## config.mk

```make
export PLATFORM = sky130hd
export DESIGN_NAME = timer_ctrl
export DESIGN_NICKNAME = d
export VERILOG_FILES = /design/src/rtl/timer_pkg.sv /design/src/rtl/btn_edge.sv /design/src/rtl/timer_ctrl.sv
export SDC_FILE = /design/constraint.sdc
export NUM_CORES = 1
export LEC_CHECK = 0
export BUFFER_PORTS_ARGS = -buffer_cell sky130_fd_sc_hd__clkbuf_2
export CORE_UTILIZATION = 30
export CTS_CLUSTER_DIAMETER = 80
export DETAILED_ROUTE_END_ITERATION = 8
export GPL_ROUTABILITY_DRIVEN = 0
export MAX_ROUTING_LAYER = met4
export PLACE_DENSITY = 0.47
export SLEW_MARGIN = 20
export SYNTH_ARGS = -nofsm -noshare
export SYNTH_HDL_FRONTEND = slang
export SYNTH_SLANG_ARGS = --single-unit
```

## constraint.sdc

```tcl
create_clock -name MCLK -period 1.6 [get_ports MCLK]
set_clock_uncertainty 0.2 [all_clocks]
set_input_delay 0.32 -clock MCLK [delete_from_list [all_inputs] [get_ports MCLK]]
set_output_delay 0.32 -clock MCLK [all_outputs]
set_load 0.02 [all_outputs]
```

## src/rtl/timer_pkg.sv

```systemverilog
// Shared types and constants for the MM:SS countdown timer controller.
package timer_pkg;

  typedef enum logic [1:0] {
    IDLE  = 2'd0,
    RUN   = 2'd1,
    PAUSE = 2'd2,
    DONE  = 2'd3
  } state_e;

  // Bit positions of each button in the packed button vector
  localparam int NUM_BTN   = 4;
  localparam int BTN_START = 0;
  localparam int BTN_RESET = 1;
  localparam int BTN_SEC   = 2;
  localparam int BTN_MIN   = 3;

  // Shared auto-repeat counter width; holds the 25 M default delay
  localparam int REP_W     = 25;

  // Edges from a button falling to its strobe appearing (2 sync + 1 output)
  localparam int PRESS_LAT = 3;

endpackage

```

## src/rtl/btn_edge.sv

```systemverilog
// Per-button front end: 2-flop synchronizer plus falling-edge detect.
// The synchronizer flops preset to 1 so a reset never creates a fake press.
module btn_edge (
  input  logic MCLK,
  input  logic RST_N,
  input  logic btn_n,
  output logic lvl_n,
  output logic press
);

  logic s1, s2, s3;

  // Synchronize the async button, keep one extra stage for edge detect
  always_ff @(posedge MCLK or negedge RST_N) begin
    if (!RST_N) begin
      s1 <= 1'b1;
      s2 <= 1'b1;
      s3 <= 1'b1;
    end else begin
      s1 <= btn_n;
      s2 <= s1;
      s3 <= s2;
    end
  end

  assign lvl_n = s2;
  assign press = s3 & ~s2;

endmodule

```

## src/rtl/timer_ctrl.sv

```systemverilog
// Countdown timer sequencing controller: IDLE/RUN/PAUSE/DONE FSM driving
// one-cycle strobes into the BCD counter chain and the DP blink.
// Optional feature macro: TIMER_CTRL_AUTOREPEAT_EN (sec/min auto-repeat in IDLE).
module timer_ctrl
  import timer_pkg::*;
#(
  parameter int unsigned REPEAT_DELAY  = 25_000_000,
  parameter int unsigned REPEAT_PERIOD = 5_000_000
) (
  input  logic MCLK,
  input  logic RST_N,
  input  logic BTN_START_N,
  input  logic BTN_RESET_N,
  input  logic BTN_SEC_N,
  input  logic BTN_MIN_N,
  input  logic TICK_1HZ,
  input  logic ZERO,
  output logic CNT_CLR,
  output logic CNT_INC_SEC,
  output logic CNT_INC_MIN,
  output logic CNT_DEC,
  output logic RUNNING,
  output logic ENDED,
  output logic BLINK_DP
);

  logic [NUM_BTN-1:0] btn_n, lvl_n, press;

  assign btn_n[BTN_START] = BTN_START_N;
  assign btn_n[BTN_RESET] = BTN_RESET_N;
  assign btn_n[BTN_SEC]   = BTN_SEC_N;
  assign btn_n[BTN_MIN]   = BTN_MIN_N;

  btn_edge u_btn [NUM_BTN-1:0] (
    .MCLK  (MCLK),
    .RST_N (RST_N),
    .btn_n (btn_n),
    .lvl_n (lvl_n),
    .press (press)
  );

  // Start/reset levels are only needed as edges
  logic unused_lvl;
  assign unused_lvl = ^lvl_n;

  state_e state, nxt;
  logic   phase, phase_nxt;
  logic   rep_fire, rep_min;

`ifdef TIMER_CTRL_AUTOREPEAT_EN
  localparam logic [REP_W-1:0] DLY_END = REP_W'(REPEAT_DELAY - 1);
  localparam logic [REP_W-1:0] PER_END = REP_W'(REPEAT_PERIOD - 1);

  logic [REP_W-1:0] rep_cnt;
  logic             rep_first, held, rep_hit;

  assign held     = (state == IDLE) && !(lvl_n[BTN_SEC] && lvl_n[BTN_MIN]);
  assign rep_hit  = held && (rep_first ? (rep_cnt == DLY_END) : (rep_cnt == PER_END));
  assign rep_fire = rep_hit && !(|press);
  assign rep_min  = !lvl_n[BTN_MIN];

  // Repeat timer; seeded with the press latency on a press event so the
  // delay is measured from the physical button fall
  always_ff @(posedge MCLK or negedge RST_N) begin
    if (!RST_N) begin
      rep_cnt   <= '0;
      rep_first <= 1'b1;
    end else if (|press || !held) begin
      rep_cnt   <= (|press) ? REP_W'(PRESS_LAT) : '0;
      rep_first <= 1'b1;
    end else if (rep_hit) begin
      rep_cnt   <= '0;
      rep_first <= 1'b0;
    end else begin
      rep_cnt   <= rep_cnt + 1'b1;
    end
  end
`else
  assign rep_fire = 1'b0;
  assign rep_min  = 1'b0;

  logic unused_rep_cfg;
  assign unused_rep_cfg = (REPEAT_DELAY == REPEAT_PERIOD);
`endif

  logic clr, inc_s, inc_m, dec;

  // Next state and strobes; priority reset > start > min > sec
  always_comb begin
    nxt   = state;
    clr   = 1'b0;
    inc_s = 1'b0;
    inc_m = 1'b0;
    dec   = 1'b0;
    case (state)
      IDLE: begin
        if (press[BTN_RESET])      clr = 1'b1;
        else if (press[BTN_START]) begin
          if (!ZERO) nxt = RUN;
        end
        else if (press[BTN_MIN])   inc_m = 1'b1;
        else if (press[BTN_SEC])   inc_s = 1'b1;
        else if (rep_fire) begin
          inc_m = rep_min;
          inc_s = !rep_min;
        end
      end
      RUN: begin
        // ZERO wins over a tick so 00:00 never underflows
        if (ZERO) nxt = DONE;
        else begin
          dec = TICK_1HZ;
          if (press[BTN_START]) nxt = PAUSE;
        end
      end
      PAUSE: begin
        if (press[BTN_RESET]) begin
          clr = 1'b1;
          nxt = IDLE;
        end else if (press[BTN_START]) nxt = RUN;
      end
      DONE: begin
        if (press[BTN_RESET]) begin
          clr = 1'b1;
          nxt = IDLE;
        end else if (press[BTN_START]) nxt = IDLE;
      end
      default: nxt = IDLE;
    endcase

    // Blink phase: set on DONE entry, toggles on ticks in DONE, 0 elsewhere
    phase_nxt = 1'b0;
    if (nxt == DONE) phase_nxt = (state != DONE) ? 1'b1 : (phase ^ TICK_1HZ);
  end

  // State and registered outputs
  always_ff @(posedge MCLK or negedge RST_N) begin
    if (!RST_N) begin
      state       <= IDLE;
      phase       <= 1'b0;
      CNT_CLR     <= 1'b0;
      CNT_INC_SEC <= 1'b0;
      CNT_INC_MIN <= 1'b0;
      CNT_DEC     <= 1'b0;
      RUNNING     <= 1'b0;
      ENDED       <= 1'b0;
    end else begin
      state       <= nxt;
      phase       <= phase_nxt;
      CNT_CLR     <= clr;
      CNT_INC_SEC <= inc_s;
      CNT_INC_MIN <= inc_m;
      CNT_DEC     <= dec;
      RUNNING     <= (nxt == RUN);
      ENDED       <= (nxt == DONE);
    end
  end

  // phase is only ever 1 while in DONE, so it already equals ENDED & phase
  assign BLINK_DP = phase;

endmodule

```

# == Yosys cells after proc, flatten, opt, wreduce, memory -nomap -nowiden ==
# Cells that the tools add are included.
# op_classes
addsub,0
multipliers,0
n_div,0
order_cmp,0
n_eq_ne,6
shift,0
mux,25
n_bitwise,9
reduce_logical,2
# op_table
op,count
$mux 2,9
$mux 1,15
$pmux 2 s4,1
$eq 2x2->1 const B,3
$and 1x1->1,4
$eq 2x1->1 const B,2
$not 1->1,4
$reduce_or 3->1,1
$logic_not 2->1,1
$ne 2x2->1 const B,1
$xor 1x1->1,1
# word_totals
register_bits,21
latchBits,0
mem_bits_rw,0
mem_bits_ro,0
elab_cells,62
n_memories,0

# == Logic depth before layout (Yosys ltp) ==
# logic_depth
depth_word,7
ltp_mapped,3
depth_no_buf,3

# == Cells and area by module ==
# A second synthesis with hierarchy kept.
# hier_totals
hier_cells,45
hier_area_um2,734.5
# modules_own_cells
mod,n_inst,cells_each,area_per_inst_um2,seq_area_each_um2
btn_edge,4,4,92.6,78.8
timer_ctrl,1,29,364.1,225.2

# == Worst setup path after synthesis ==
# OpenSTA, ideal clock, no wires.
# synth_timing
kind,register -> register
start,register u_btn[0].s3
end,register phase (netlist: BLINK_DP)
arrival_time_ps,984
required_time_ps,1274
path_slack_ps,290
stages_incl_launch_ff,4
period_less_slack_ps,1310
path_cell_list,dfstp_2 -> or2b_2 -> nand3_1 -> o22ai_1
# synth_via
elab_chain_len,6
word_cells_on_any_way,12
cone_classes,1 x eq/ne; 10 x mux; 1 x bitwise
# synth_lines
item,line_no,text
start: declaration,btn_edge.sv:11,"logic s1, s2, s3;"
start signal: assignment,btn_edge.sv:18,s3 <= 1'b1;
start signal: assignment,btn_edge.sv:22,s3 <= s2;
$and 1x1->1 *,btn_edge.sv:27,assign press = s3 & ~s2;
"$mux 2, on equally long branches (2 in a row)",--,
$pmux 2 s4 *,timer_ctrl.sv:95,case (state)
$eq 2x2->1 *,timer_ctrl.sv:133,if (nxt == DONE) phase_nxt = (state != DONE) ? 1'b1 : (phase ^ TICK_1HZ);
$mux 1 *,timer_ctrl.sv:133,
named net phase_nxt,timer_ctrl.sv:47,"logic phase, phase_nxt;"
end signal: assignment,timer_ctrl.sv:149,phase <= phase_nxt;
end: declaration,timer_ctrl.sv:47,
# Mark *: on every way through the listed nets, which the timed path passes. The rest lies on a longest branch.

# == Final worst setup path ==
# Ends and elaborated chain as after synthesis.

==> run summary <==
outcome: complete, no violations
FF+latch count, synth: 21
Buffers & Inverters on Critical Path: 0
utilization after layout: 40.6%
crit-path cells: or2b_2 -> nand3_1 -> o22ai_1
FILL cells: 210
drt drc: 0
Mean Syn Cell Area: 16.1 sq um
Worst slew margin: 67.3%
area of the multi-input gates: 179 sq um
final hold vios: 0
Final Non-Filler Cells: 96
Clk Latency, worst-skew pair: 0.29 ns
port bufs: 14
critical path type: flip-flop to flip-flop
starting density of the core: 32.4%
gr ovfl total: 0
DRT Pass-1 Iters: 3
Worst Tran Pin Value: 0.490 ns
standard-cell row count: 17
setup TNS: 0 ns
Max IR drop VDD: 577 uV
WL/cell: 10.4 microns
cells after synthesis: 45
clk buf depth: 2
area delta synth->final: 25.3%
htree depth: 1
layout cells sized above 1: 52.9%
Clock Sinks: 21
ant diodes: 0
yosys warns: 0
Final period util: 86.3%
Max stage delay cell, worst path: dfstp_2
sequential-to-total area share from yosys stat: 74.7%
GRT Total Usage: 10.4%
Place WS: 0.237 ns
Post-DRT Antenna Nets: 0
arrival time worst endpoint: 1.37 ns
Power Density: 1340 nW/um^2
cts hold-fix bufs: 5
post-CTS setup buffer count: 0
DP Area: 828 sq um
Max FO, Critical Path: 3
drt via density: 4.24
total power: 1.21 mW
max-cap viol count: 0
Final setup viols: 0
CTS tree: done
Post-Syn Area: 723 sq um
die area: 2610 sq um
CP delay by family, top: flip-flops
first-pass GRT wire length: 1820 microns
Startpoint Class: flip-flop
largest net degree at the start of global routing: 22
cts bufs inserted: 3
FF+latch area: 541 sq um
data required time of the critical path: 1.59 ns
post-CTS sizing: 0
worst hold slack: 0.0633 ns
Routed WL: 999 microns
RSZ-0062 raised after global routing: no
Net Count, Synth: 53
Fmax achieved: 724 MHz
iteration-0 DRC count of the detailed router: 1
CP endpoint kind: flip-flop
DR vias: 407
max-slew violations: 0
post-placement cell count: 87
Setup WS post-layout: 0.218 ns
core box area: 2230 sq um
CTS root buf: clkbuf_4
final net count: 77
fin crit period: 1.38 ns
Hold Path Class: input port to flip-flop
Die W: 51.1 microns
CP max stage delay: 0.54 ns
cell leakage power: 0.434 nW
# IOs: 15
cell area after layout: 906 sq um
number of global-route vias before repair: 460
Netlist cell types: 23
chip height: 51.1 microns
initial antenna violation count: 0
clk slew on worst S/H paths: 0.11 ns
## synthesized netlist by cell type
master	instances	area share [%]
and4b_1	1	1.4
and3b_2	1	1.4
nor2_1	1	0.52
o22ai_1	1	0.87
nor2b_4	1	1.9
nand2b_4	1	1.9
nor4b_2	1	2.1
xor2_1	1	1.2
nand2b_1	1	0.87
o41ai_2	1	2.2
o21ai_1	1	0.69
o21ai_0	1	0.69
and3b_1	1	1.2
nand3_1	3	2.1
a21oi_1	1	0.69
or2b_1	1	1.0
dfrtp_1	9	31
inv_1	1	0.52
or2b_2	1	1.2
dfstp_2	12	44
nand2_1	2	1.0
nor2b_1	1	0.87
nand4_1	1	0.87
## final timing paths
| kind | cells past startpoint | startpoint | slack [ns] | end |
|---|---|---|---|---|
| hold reg to reg | 0 | u_btn[3].s1 | 0.16 | u_btn[3].lvl_n |
| setup reg to reg | 3 | u_btn[0].s3 | 0.22 | BLINK_DP |
| setup / recovery | 3 | u_btn[0].s3 | 0.22 | BLINK_DP |
| max in group asynchronous | 2 | RST_N | 0.54 | u_btn[2].s3 |
| hold / removal | 2 | ZERO | 0.06 | RUNNING |
| min in group asynchronous | 2 | RST_N | 0.30 | ENDED |
## registers in the layout, summed over array words and instances (netlist names)
name and count:
BLINK_DP 1, CNT_CLR 1, CNT_DEC 1, CNT_INC_MIN 1
CNT_INC_SEC 1, ENDED 1, RUNNING 1, state 2
u_btn.lvl_n 4, u_btn.s1 4, u_btn.s3 4
## layout by cell type (no fill, tap or decap), types with 2 or more instances in the layout
master         count
dfrtp_1            9
nand3_1            3
dlygate4sd3_1      5
dfstp_2           12
clkbuf_2          14
clkbuf_4           3
nand2_1            2
## worst register-to-register path, stage by stage (launching register included)
cell	delay, ns
dfstp_2	0.54
or2b_2	0.31
nand3_1	0.14
o22ai_1	0.08
## layer usage
layer	up-vias	track usage, %	part of all wire (%)
li1	201	-	-
met1	192	9.90	43
met2	12	16.0	48
met3	2	5.65	6.1
met4	0	6.94	2.0
met5	-	-	0
## power by group
part | total (mW) | switching, mW | internal (mW)
registers | 0.687 | 0.0610 | 0.626
logic | 0.280 | 0.163 | 0.117
clock network | 0.244 | 0.151 | 0.0930
## kinds of logic (layout without fill, tap and decap cells)
group | after synthesis | count (layout) | share of synthesized area [%]
flops | 21 | 21 | 74.7
simple gates | 17 | 17 | 18.3
xor+xnor | 1 | 1 | 1.21
buf+inv | 1 | 24 | 0.519
compound gates | 5 | 5 | 5.19
## final cells by class
type                       instances  area share, %
multi-input combinational         23           19.8
inverter                           1          0.414
tap                               28           3.87
timing repair buffer              19           13.3
clock inverter                     1          0.552
clock buffer                       3           2.49
sequential                        21           59.7
No activity file was read; power rests on OpenSTA's default activity.
